--- config.mk ---
export PLATFORM = sky130hd
export DESIGN_NAME = int_service_sequencer_flat
export DESIGN_NICKNAME = d
export VERILOG_FILES = /design/src/rtl/int_service_sequencer_pkg.sv /design/src/rtl/int_service_sequencer_if.sv /design/src/rtl/int_service_sequencer_prio_pick.sv /design/src/rtl/int_service_sequencer.sv /design/src/flat_wrapper.sv
export SDC_FILE = /design/constraint.sdc
export NUM_CORES = 1
export LEC_CHECK = 0
export BUFFER_PORTS_ARGS = -buffer_cell sky130_fd_sc_hd__buf_2
export CAP_MARGIN = 20
export CORE_AREA = 3 3 47 49
export DETAILED_ROUTE_END_ITERATION = 7
export DIE_AREA = 0 0 50 52
export PLACE_DENSITY = 0.76
export SYNTH_ARGS = -nofsm -noshare
export SYNTH_HDL_FRONTEND = slang
export SYNTH_HIERARCHICAL = 1
export SYNTH_SLANG_ARGS = --single-unit
--- constraint.sdc ---
create_clock -name clk -period 1.9 [get_ports clk]
set_input_delay 0.19 -clock clk [delete_from_list [all_inputs] [get_ports clk]]
set_output_delay 0.19 -clock clk [all_outputs]
set_load 0.005 [all_outputs]
--- src/rtl/int_service_sequencer_pkg.sv ---
// Shared constants and types for the 8051 interrupt service sequencer.
package int_pkg;

  localparam int unsigned NSRC = 5;

  // Source index order matches the vector table order.
  localparam int unsigned SRC_EX0 = 0;
  localparam int unsigned SRC_ET0 = 1;
  localparam int unsigned SRC_EX1 = 2;
  localparam int unsigned SRC_ET1 = 3;
  localparam int unsigned SRC_ES  = 4;

  localparam logic [15:0] VEC_BASE_DFLT   = 16'h0003;
  localparam int unsigned VEC_STRIDE_DFLT = 8;

  typedef enum logic {
    IDLE,
    CALL
  } state_t;

endpackage

--- src/rtl/int_service_sequencer_if.sv ---
// Vectored-call handshake between the sequencer and the core control unit.
interface int_service_sequencer_if;

  logic        call_req;
  logic [15:0] call_vec;
  logic        call_ack;

  modport master (output call_req, output call_vec, input call_ack);
  modport slave  (input call_req, input call_vec, output call_ack);

endinterface

--- src/rtl/int_service_sequencer_prio_pick.sv ---
// Two-level priority pick: lowest index wins within a level, high level
// only if no high service is active, low level only if nothing is active.
module int_prio_pick
  import int_pkg::*;
(
  input  logic [NSRC-1:0] cand,
  input  logic [NSRC-1:0] ip,
  input  logic [1:0]      in_svc,
  output logic            valid,
  output logic [2:0]      idx,
  output logic            level
);

  logic [NSRC-1:0] hi;
  logic [NSRC-1:0] lo;

  // Select the winning source and its level.
  always_comb begin
    hi    = cand & ip;
    lo    = cand & ~ip;
    valid = 1'b0;
    idx   = '0;
    level = 1'b0;
    if (hi != '0 && !in_svc[1]) begin
      valid = 1'b1;
      level = 1'b1;
      for (int unsigned i = NSRC; i > 0; i--) begin
        if (hi[i-1]) idx = 3'(i - 1);
      end
    end else if (lo != '0 && in_svc == 2'b00) begin
      valid = 1'b1;
      for (int unsigned i = NSRC; i > 0; i--) begin
        if (lo[i-1]) idx = 3'(i - 1);
      end
    end
  end

endmodule

--- src/rtl/int_service_sequencer.sv ---
// Interrupt service sequencer: arbitrates at instruction boundaries, issues
// a vectored call, tracks in-service levels and strobes TCON flag clears.
module int_service_sequencer
  import int_pkg::*;
#(
  parameter logic [15:0] VEC_BASE   = VEC_BASE_DFLT,
  parameter int unsigned VEC_STRIDE = VEC_STRIDE_DFLT
)(
  input  logic                  clk,
  input  logic                  rst_n,
  input  logic [NSRC-1:0]       int_req,
  input  logic                  ea,
  input  logic [NSRC-1:0]       ip,
  input  logic                  it0,
  input  logic                  it1,
  input  logic                  instr_end,
  input  logic                  blk_instr,
  input  logic                  reti,
  int_service_sequencer_if.master call_if,
  output logic [3:0]            clr_flag,
  output logic [1:0]            in_svc
);

  localparam logic [15:0] STRIDE16 = 16'(VEC_STRIDE);

  state_t          state_q, state_d;
  logic            call_req_q, call_req_d;
  logic [15:0]     call_vec_q, call_vec_d;
  logic [3:0]      clr_q, clr_d;
  logic [1:0]      in_svc_q, in_svc_d, svc_after_reti;
  logic [2:0]      idx_q, idx_d;
  logic            level_q, level_d;
  logic [NSRC-1:0] cand;
  logic            pick_valid;
  logic [2:0]      pick_idx;
  logic            pick_level;

  assign cand = int_req & {NSRC{ea}};

  int_prio_pick u_pick (
    .cand   (cand),
    .ip     (ip),
    .in_svc (in_svc_q),
    .valid  (pick_valid),
    .idx    (pick_idx),
    .level  (pick_level)
  );

  // Next-state, call handshake, in-service and strobe logic.
  always_comb begin
    state_d    = state_q;
    call_req_d = call_req_q;
    call_vec_d = call_vec_q;
    idx_d      = idx_q;
    level_d    = level_q;
    clr_d      = '0;

    // RETI unwinds the pre-edge level first; an acknowledge in the same
    // cycle then sets its own level on top of that result.
    svc_after_reti = in_svc_q;
    if (reti) begin
      if (in_svc_q[1]) svc_after_reti[1] = 1'b0;
      else             svc_after_reti[0] = 1'b0;
    end
    in_svc_d = svc_after_reti;

    unique case (state_q)
      IDLE: begin
        if (instr_end && !blk_instr && pick_valid) begin
          state_d    = CALL;
          call_req_d = 1'b1;
          call_vec_d = VEC_BASE + STRIDE16 * {13'b0, pick_idx};
          idx_d      = pick_idx;
          level_d    = pick_level;
        end
      end
      CALL: begin
        if (call_if.call_ack) begin
          state_d    = IDLE;
          call_req_d = 1'b0;
          if (level_q) in_svc_d[1] = 1'b1;
          else         in_svc_d[0] = 1'b1;
          case (idx_q)
            3'(SRC_EX0): clr_d[0] = it0;
            3'(SRC_ET0): clr_d[1] = 1'b1;
            3'(SRC_EX1): clr_d[2] = it1;
            3'(SRC_ET1): clr_d[3] = 1'b1;
            default:     clr_d    = '0;
          endcase
        end
      end
    endcase
  end

  // State and output registers with synchronous active-low reset.
  always_ff @(posedge clk) begin
    if (!rst_n) begin
      state_q    <= IDLE;
      call_req_q <= 1'b0;
      call_vec_q <= '0;
      clr_q      <= '0;
      in_svc_q   <= '0;
      idx_q      <= '0;
      level_q    <= 1'b0;
    end else begin
      state_q    <= state_d;
      call_req_q <= call_req_d;
      call_vec_q <= call_vec_d;
      clr_q      <= clr_d;
      in_svc_q   <= in_svc_d;
      idx_q      <= idx_d;
      level_q    <= level_d;
    end
  end

  assign call_if.call_req = call_req_q;
  assign call_if.call_vec = call_vec_q;
  assign clr_flag         = clr_q;
  assign in_svc           = in_svc_q;

endmodule
--- src/flat_wrapper.sv ---
// flat-port wrapper written by rule: the top's interface ports become plain ports
module int_service_sequencer_flat import int_pkg::*;
#(
  parameter logic [15:0] VEC_BASE   = VEC_BASE_DFLT,
  parameter int unsigned VEC_STRIDE = VEC_STRIDE_DFLT
)
  (clk, rst_n, int_req, ea, ip, it0, it1, instr_end, blk_instr, reti, clr_flag, in_svc, call_if_call_req, call_if_call_vec, call_if_call_ack);
  int_service_sequencer_if call_if_i ();
  input  logic clk;
  input  logic rst_n;
  input  logic [NSRC-1:0] int_req;
  input  logic ea;
  input  logic [NSRC-1:0] ip;
  input  logic it0;
  input  logic it1;
  input  logic instr_end;
  input  logic blk_instr;
  input  logic reti;
  output logic [3:0] clr_flag;
  output logic [1:0] in_svc;
  output wire logic [$bits(call_if_i.call_req)-1:0] call_if_call_req;
  output wire logic [$bits(call_if_i.call_vec)-1:0] call_if_call_vec;
  input wire logic [$bits(call_if_i.call_ack)-1:0] call_if_call_ack;
  assign call_if_call_req = call_if_i.call_req;
  assign call_if_call_vec = call_if_i.call_vec;
  assign call_if_i.call_ack = call_if_call_ack;
  int_service_sequencer #(.VEC_BASE(VEC_BASE), .VEC_STRIDE(VEC_STRIDE)) u_core (.clk(clk), .rst_n(rst_n), .int_req(int_req), .ea(ea), .ip(ip), .it0(it0), .it1(it1), .instr_end(instr_end), .blk_instr(blk_instr), .reti(reti), .call_if(call_if_i), .clr_flag(clr_flag), .in_svc(in_svc));
endmodule
# Word-level counts from Yosys, hierarchy flattened
# Cells that the tools add are included.
# classes
addsub,1
multipliers,0
div,0
n_lt_le_gt_ge,0
eq_ne,5
shift,0
mux,29
n_bitwise,5
reduce_logical,15
# op_table
cell,count
3-bit 2-to-1 mux,12
5-bit AND,3
1-bit 2-to-1 mux,12
5-bit nonzero test,2
4-bit AND reduction,2
2-bit by 6-bit adder with 7-bit output (first input constant),1
3-bit by 2-bit equality test with 1-bit output (second input constant),2
2-bit 2-to-1 mux,3
5-bit NOT,1
1-bit logical AND,4
1-bit case mux with 2 select lines,2
2-bit AND reduction,2
3-bit by 1-bit equality test with 1-bit output (second input constant),1
3-bit zero test,1
3-bit AND reduction,1
1-bit zero test,2
2-bit zero test,1
2-bit by 1-bit inequality test with 1-bit output (second input constant),1
2-bit inequality test (second input constant),1
1-bit NOT,1
# totals
reg_bits,28
latchBits,0
ramBits,0
rom_bits,0
in_bits,19
word_cells,64
mem_count,0

# Longest topological paths before layout
# depth
ltp_word,10
ltp_mapped,9
depth_no_buf,8

# Hierarchy
# The synthesis kept the hierarchy.
# by_module_without_submodules
mod,n_inst,cells_each,area_each_um2,seq_area_each_um2
int_service_sequencer,1,64,598.1,260.2
int_prio_pick,1,31,182.7,0.0

# Worst setup path after synthesis
# Ideal clock, no wire load.
# synth_timing
kind,input to register
from,input port int_req[2]
to,register u_core.state_q
t_arrival_ps,1515
slack_ps,270
path_stages,7
path_cell_list,and2_1 > a222oi_1 > and3_1 > a21oi_1 > and4bb_1 > buf_6 > o21a_1
# synth_via
elab_chain_len,9
elab_cells_between_ends,12
cone_classes,mux (4); bitwise (3); reduce/logical (5)
# synth_rtl
element,line,rtl
from (decl),flat_wrapper.sv:11,input logic [NSRC-1:0] int_req;
5-bit AND (*),int_service_sequencer.sv:38,assign cand = int_req & {NSRC{ea}};
5-bit AND,int_service_sequencer_prio_pick.sv:20,lo = cand & ~ip;
5-bit nonzero test,int_service_sequencer_prio_pick.sv:30,end else if (lo != '0 && in_svc == 2'b00) begin
1-bit logical AND,int_service_sequencer_prio_pick.sv:30,
1-bit 2-to-1 mux,int_service_sequencer_prio_pick.sv:30,
1-bit 2-to-1 mux (*),int_service_sequencer_prio_pick.sv:24,if (hi != '0 && !in_svc[1]) begin
via u_core.pick_valid,int_service_sequencer.sv:34,logic pick_valid;
1-bit logical AND (*),int_service_sequencer.sv:69,if (instr_end && !blk_instr && pick_valid) begin
1-bit 2-to-1 mux (*),int_service_sequencer.sv:69,
1-bit case mux with 2 select lines (*),int_service_sequencer.sv:67,unique case (state_q)
to (signal assigned),int_service_sequencer.sv:106,state_q <= state_d;
to (decl),int_service_sequencer.sv:26,"state_t state_q, state_d;"
# Mark *: on every way through the listed nets, which the timed path passes. The rest lies on a longest branch.
# A chain may end at the register's enable or synchronous reset.

# Worst setup path after layout
# layout_timing
from,input port ea
to,register u_core.idx_q[1]
# layout_via
elab_chain_len,8
elab_cells_between_ends,21
cone_classes,mux (12); bitwise (3); reduce/logical (6)
# layout_rtl
element,line,rtl
from (decl),flat_wrapper.sv:12,input logic ea;
5-bit AND (*),int_service_sequencer.sv:38,
via u_core.cand[2],int_service_sequencer.sv:33,logic [NSRC-1:0] cand;
5-bit AND,int_service_sequencer_prio_pick.sv:20,
5-bit nonzero test,int_service_sequencer_prio_pick.sv:30,
1-bit logical AND,int_service_sequencer_prio_pick.sv:30,
1-bit 2-to-1 mux,int_service_sequencer_prio_pick.sv:30,
1-bit 2-to-1 mux (*),int_service_sequencer_prio_pick.sv:24,
via u_core.pick_valid,int_service_sequencer.sv:34,
1-bit logical AND (*),int_service_sequencer.sv:69,
2-bit AND reduction (no source line) (*),-,
to (signal assigned),int_service_sequencer.sv:111,idx_q <= idx_d;
to (decl),int_service_sequencer.sv:31,"logic [2:0] idx_q, idx_d;"
# Marks and branches as above.

==> impl_metrics.prom <==
# TYPE chip_impl_metric gauge
chip_impl_metric{name="power_density",unit="mW/mm^2"} 602
chip_impl_metric{name="register_area",unit="um^2"} 260
chip_impl_metric{name="cts_inserted_buffers",unit=""} 3
chip_impl_metric{name="floorplan.io_pins",unit=""} 42
chip_impl_metric{name="routed_wl",unit="um"} 1620
chip_impl_metric{name="synth.ff_latch_count",unit=""} 13
chip_impl_metric{name="setup_ws_pre_cts",unit="ps"} 82.8
chip_impl_metric{name="std_cell_rows",unit=""} 16
chip_impl_metric{name="timing.reg2reg.setup_slack",unit="ps"} 560
chip_impl_metric{name="globalRouteOverflowTotal",unit=""} 0
chip_impl_metric{name="ir_worst_vdd",unit="V"} 0.000463
chip_impl_info{name="cts_tree",value="built"} 1
chip_impl_metric{name="cp_data_arrival_time",unit="ps"} 1700
chip_impl_metric{name="layout_min_cycle_time",unit="ps"} 1550
chip_impl_info{name="cp-start-kind",value="input pin"} 1
chip_impl_metric{name="synth_area_per_cell",unit="um^2"} 8.22
chip_impl_metric{name="final-setup-viol-count",unit=""} 0
chip_impl_metric{name="tritoncts_num_sinks",unit=""} 13
chip_impl_metric{name="design.final.nets",unit=""} 145
chip_impl_metric{name="finClkSkew",unit="ps"} 0.198
chip_impl_metric{name="wirelength_per_cell",unit="um"} 10.6
chip_impl_info{name="synth-main-ff-cell",value="dfxtp_1"} 1
chip_impl_metric{name="synth_to_final_area_change",unit="%"} 18.1
chip_impl_metric{name="cts_setup_buffers",unit=""} 0
chip_impl_metric{name="synth-edff-count",unit=""} 0
chip_impl_info{name="setup_crit_path_kind",value="input pin to flip-flop"} 1
chip_impl_metric{name="max_clock_freq",unit="MHz"} 645
chip_impl_metric{name="clkSlewWorstSetupHoldPaths",unit="ps"} 70
chip_impl_metric{name="critical_path_peak_fanout",unit=""} 11
chip_impl_metric{name="filler_cell_count",unit=""} 189
chip_impl_metric{name="final_core_utilization",unit=""} 0.485
chip_impl_metric{name="cts.path.max_buffers",unit=""} 2
chip_impl_metric{name="final_max_slew_viol_count",unit=""} 0
chip_impl_metric{name="placement.io_buffers",unit=""} 30
chip_impl_metric{name="routabilityCongestion",unit=""} 0.768
chip_impl_metric{name="static-leakage-power",unit="nW"} 0.431
chip_impl_metric{name="timing.critical_path.buf_inv",unit=""} 1
chip_impl_metric{name="grt_max_degree",unit=""} 16
chip_impl_metric{name="detailed_place_hpwl",unit="um"} 1320
chip_impl_metric{name="post_synth_inst_count",unit=""} 95
chip_impl_metric{name="hold_buffers",unit=""} 0
chip_impl_info{name="critical_path.top_delay_family",value="simple AND/OR/NAND/NOR gates"} 1
chip_impl_metric{name="asyncSetResetFlopFracSynth",unit=""} 0
chip_impl_metric{name="coreArea",unit="mm^2"} 0.00190
chip_impl_metric{name="drt_iter0_drc",unit=""} 19
chip_impl_metric{name="max_cap_check_violation_count",unit=""} 0
chip_impl_metric{name="detail_route.vias_per_cell",unit=""} 4.80
chip_impl_metric{name="yosys_warnings",unit=""} 6
chip_impl_metric{name="ys_seq_area_frac",unit=""} 0.333
chip_impl_info{name="hold_class",value="input pin to flip-flop"} 1
chip_impl_metric{name="antennaDiodeCount",unit=""} 0
chip_impl_metric{name="firstDrtPassIters",unit=""} 4
chip_impl_metric{name="yosysUniqueCellTypes",unit=""} 31
chip_impl_metric{name="die_w",unit="um"} 50
chip_impl_metric{name="fp.dieArea",unit="mm^2"} 0.00260
chip_impl_metric{name="post_cts_resize_count",unit=""} 0
chip_impl_metric{name="critical-path-max-stage-delay",unit="ps"} 390
chip_impl_metric{name="critPathRequiredTime",unit="ps"} 2050
chip_impl_metric{name="grt.total_usage",unit=""} 0.124
chip_impl_info{name="unrepaired_setup_endpoints_after_global_routing",value="no"} 1
chip_impl_metric{name="initial_antenna_violation_count",unit=""} 0
chip_impl_metric{name="min_period_over_period",unit=""} 0.817
chip_impl_metric{name="total_power",unit="W"} 0.000555
chip_impl_metric{name="route.antenna.remaining_nets",unit=""} 0
chip_impl_metric{name="layout-drive-gt1-share",unit=""} 0.288
chip_impl_metric{name="floorplan.initialDensity",unit=""} 0.411
chip_impl_metric{name="cts_htree_levels",unit=""} 1
chip_impl_metric{name="total_number_of_vias",unit=""} 730
chip_impl_metric{name="report.final.hold_viol_count",unit=""} 0
chip_impl_info{name="critPathCaptureType",value="flip-flop"} 1
chip_impl_metric{name="first_pass_grt_wire_length",unit="um"} 2480
chip_impl_info{name="crit_path_cell_trace",value="buf_2 -> and2_1 -> a222oi_1 -> and3_1 -> a21oi_1 -> and4bb_1 -> nand3_1 -> o21ai_0"} 1
chip_impl_info{name="run_status",value="complete, no violations"} 1
chip_impl_info{name="layout_commonest_cell",value="buf_2"} 1
chip_impl_metric{name="synth.cell_area",unit="um^2"} 781
chip_impl_metric{name="setup_total_negative_slack",unit="ps"} 0
chip_impl_metric{name="multi_input_comb_area",unit="um^2"} 444
chip_impl_metric{name="timing.final.ws_setup",unit="ps"} 349
chip_impl_metric{name="grt_pass1_vias",unit=""} 619
chip_impl_metric{name="dr_drc_count",unit=""} 0
chip_impl_metric{name="clock_latency",unit="ps"} 270
chip_impl_info{name="critical-path-slowest-cell",value="a222oi_1"} 1
chip_impl_info{name="cts_root_buf",value="clkbuf_4"} 1
chip_impl_metric{name="dieHeight",unit="um"} 52
chip_impl_info{name="most_used_cells_in_the_layout_excluding_fill_and_tap_cells",value="buf_2 (30), dfxtp_1 (13), conb_1 (11), o21ai_0 (8), nand2_1 (8)"} 1
==> sequential cells by signal, summed over array words and instances (netlist names) <==
signal,count
u_core/call_if.call_vec,2
u_core/clr_flag,4
u_core/call_if.call_req,1
u_core/level_q,1
u_core/idx_q,2
u_core/state_q,1
u_core/in_svc,2
==> final cells by class <==
cell class / count / share of cell area
clock buffer: 4 / 0.0285
tap: 27 / 0.0366
sequential: 13 / 0.282
multi-input combinational: 76 / 0.482
timing repair buffer: 30 / 0.163
inverter: 2 / 0.00814
==> synth_stat cells, types with 2 or more instances <==
cell type,instances,share of area
a21oi_1,5,0.032
and2_1,5,0.040
and3_1,3,0.024
buf_4,12,0.12
dfxtp_1,13,0.33
inv_1,2,0.0096
nand2_1,8,0.038
nand2b_1,3,0.024
nand3_1,6,0.038
nand3b_1,2,0.019
nor2_1,2,0.0096
nor2b_1,6,0.048
o21a_1,2,0.019
o21ai_0,8,0.051
o21bai_1,2,0.019
==> worst register-to-register path, cell delays in order (launching register included) <==
cell,delay (ps)
dfxtp_1,360
o21bai_1,170
a21oi_1,130
and4bb_1,400
nand3_1,130
o21ai_0,80
==> power breakdown <==
group / internal [W] / switching, W
sequential: 0.000281 / 0.00000721
clock: 0.0000813 / 0.0000839
combinational: 0.0000481 / 0.0000537
==> worst paths after layout <==
path                                                   from                       endpoint  depth (start not counted)
worst max-delay path                                     ea   u_core/idx_q[1]$_SDFFE_PN0P_                          8
worst min-delay path                                    it1  u_core/clr_flag[2]$_SDFF_PN0_                          2
worst max register to register  u_core/in_svc[0]$_SDFF_PN0_   u_core/idx_q[1]$_SDFFE_PN0P_                          5
worst min register to register  u_core/level_q$_SDFFE_PN0P_    u_core/level_q$_SDFFE_PN0P_                          2
==> per-layer routing <==
layer  up-vias  routed length (um)  share of wire  track usage
li1        374                   -              -            -
met1       327                 657           0.41        0.128
met2        29                 837           0.52        0.233
met3         0                 122          0.075       0.0516
met4         0                   0              0       0.0276
met5         -                   0              0            0
==> cell families after synthesis <==
family | Yosys count | share of synthesized area
AND/OR/NAND/NOR | 43 | 0.338
AO/OA/AOI/OAI | 22 | 0.178
buffers and inverters | 16 | 0.146
flip-flops | 13 | 0.333
other | 1 | 0.00480
==> through the flow <==
stage          cell area [um^2]  cells  hold slack, ps
5_1_grt                     922    152             149
2_1_floorplan               818    105             337
3_3_place_gp                896    148             429
6_report                    922    152             154
4_1_cts                     922    152             153
3_5_place_dp                896    148             438
No activity file was read; power rests on OpenSTA's default activity.
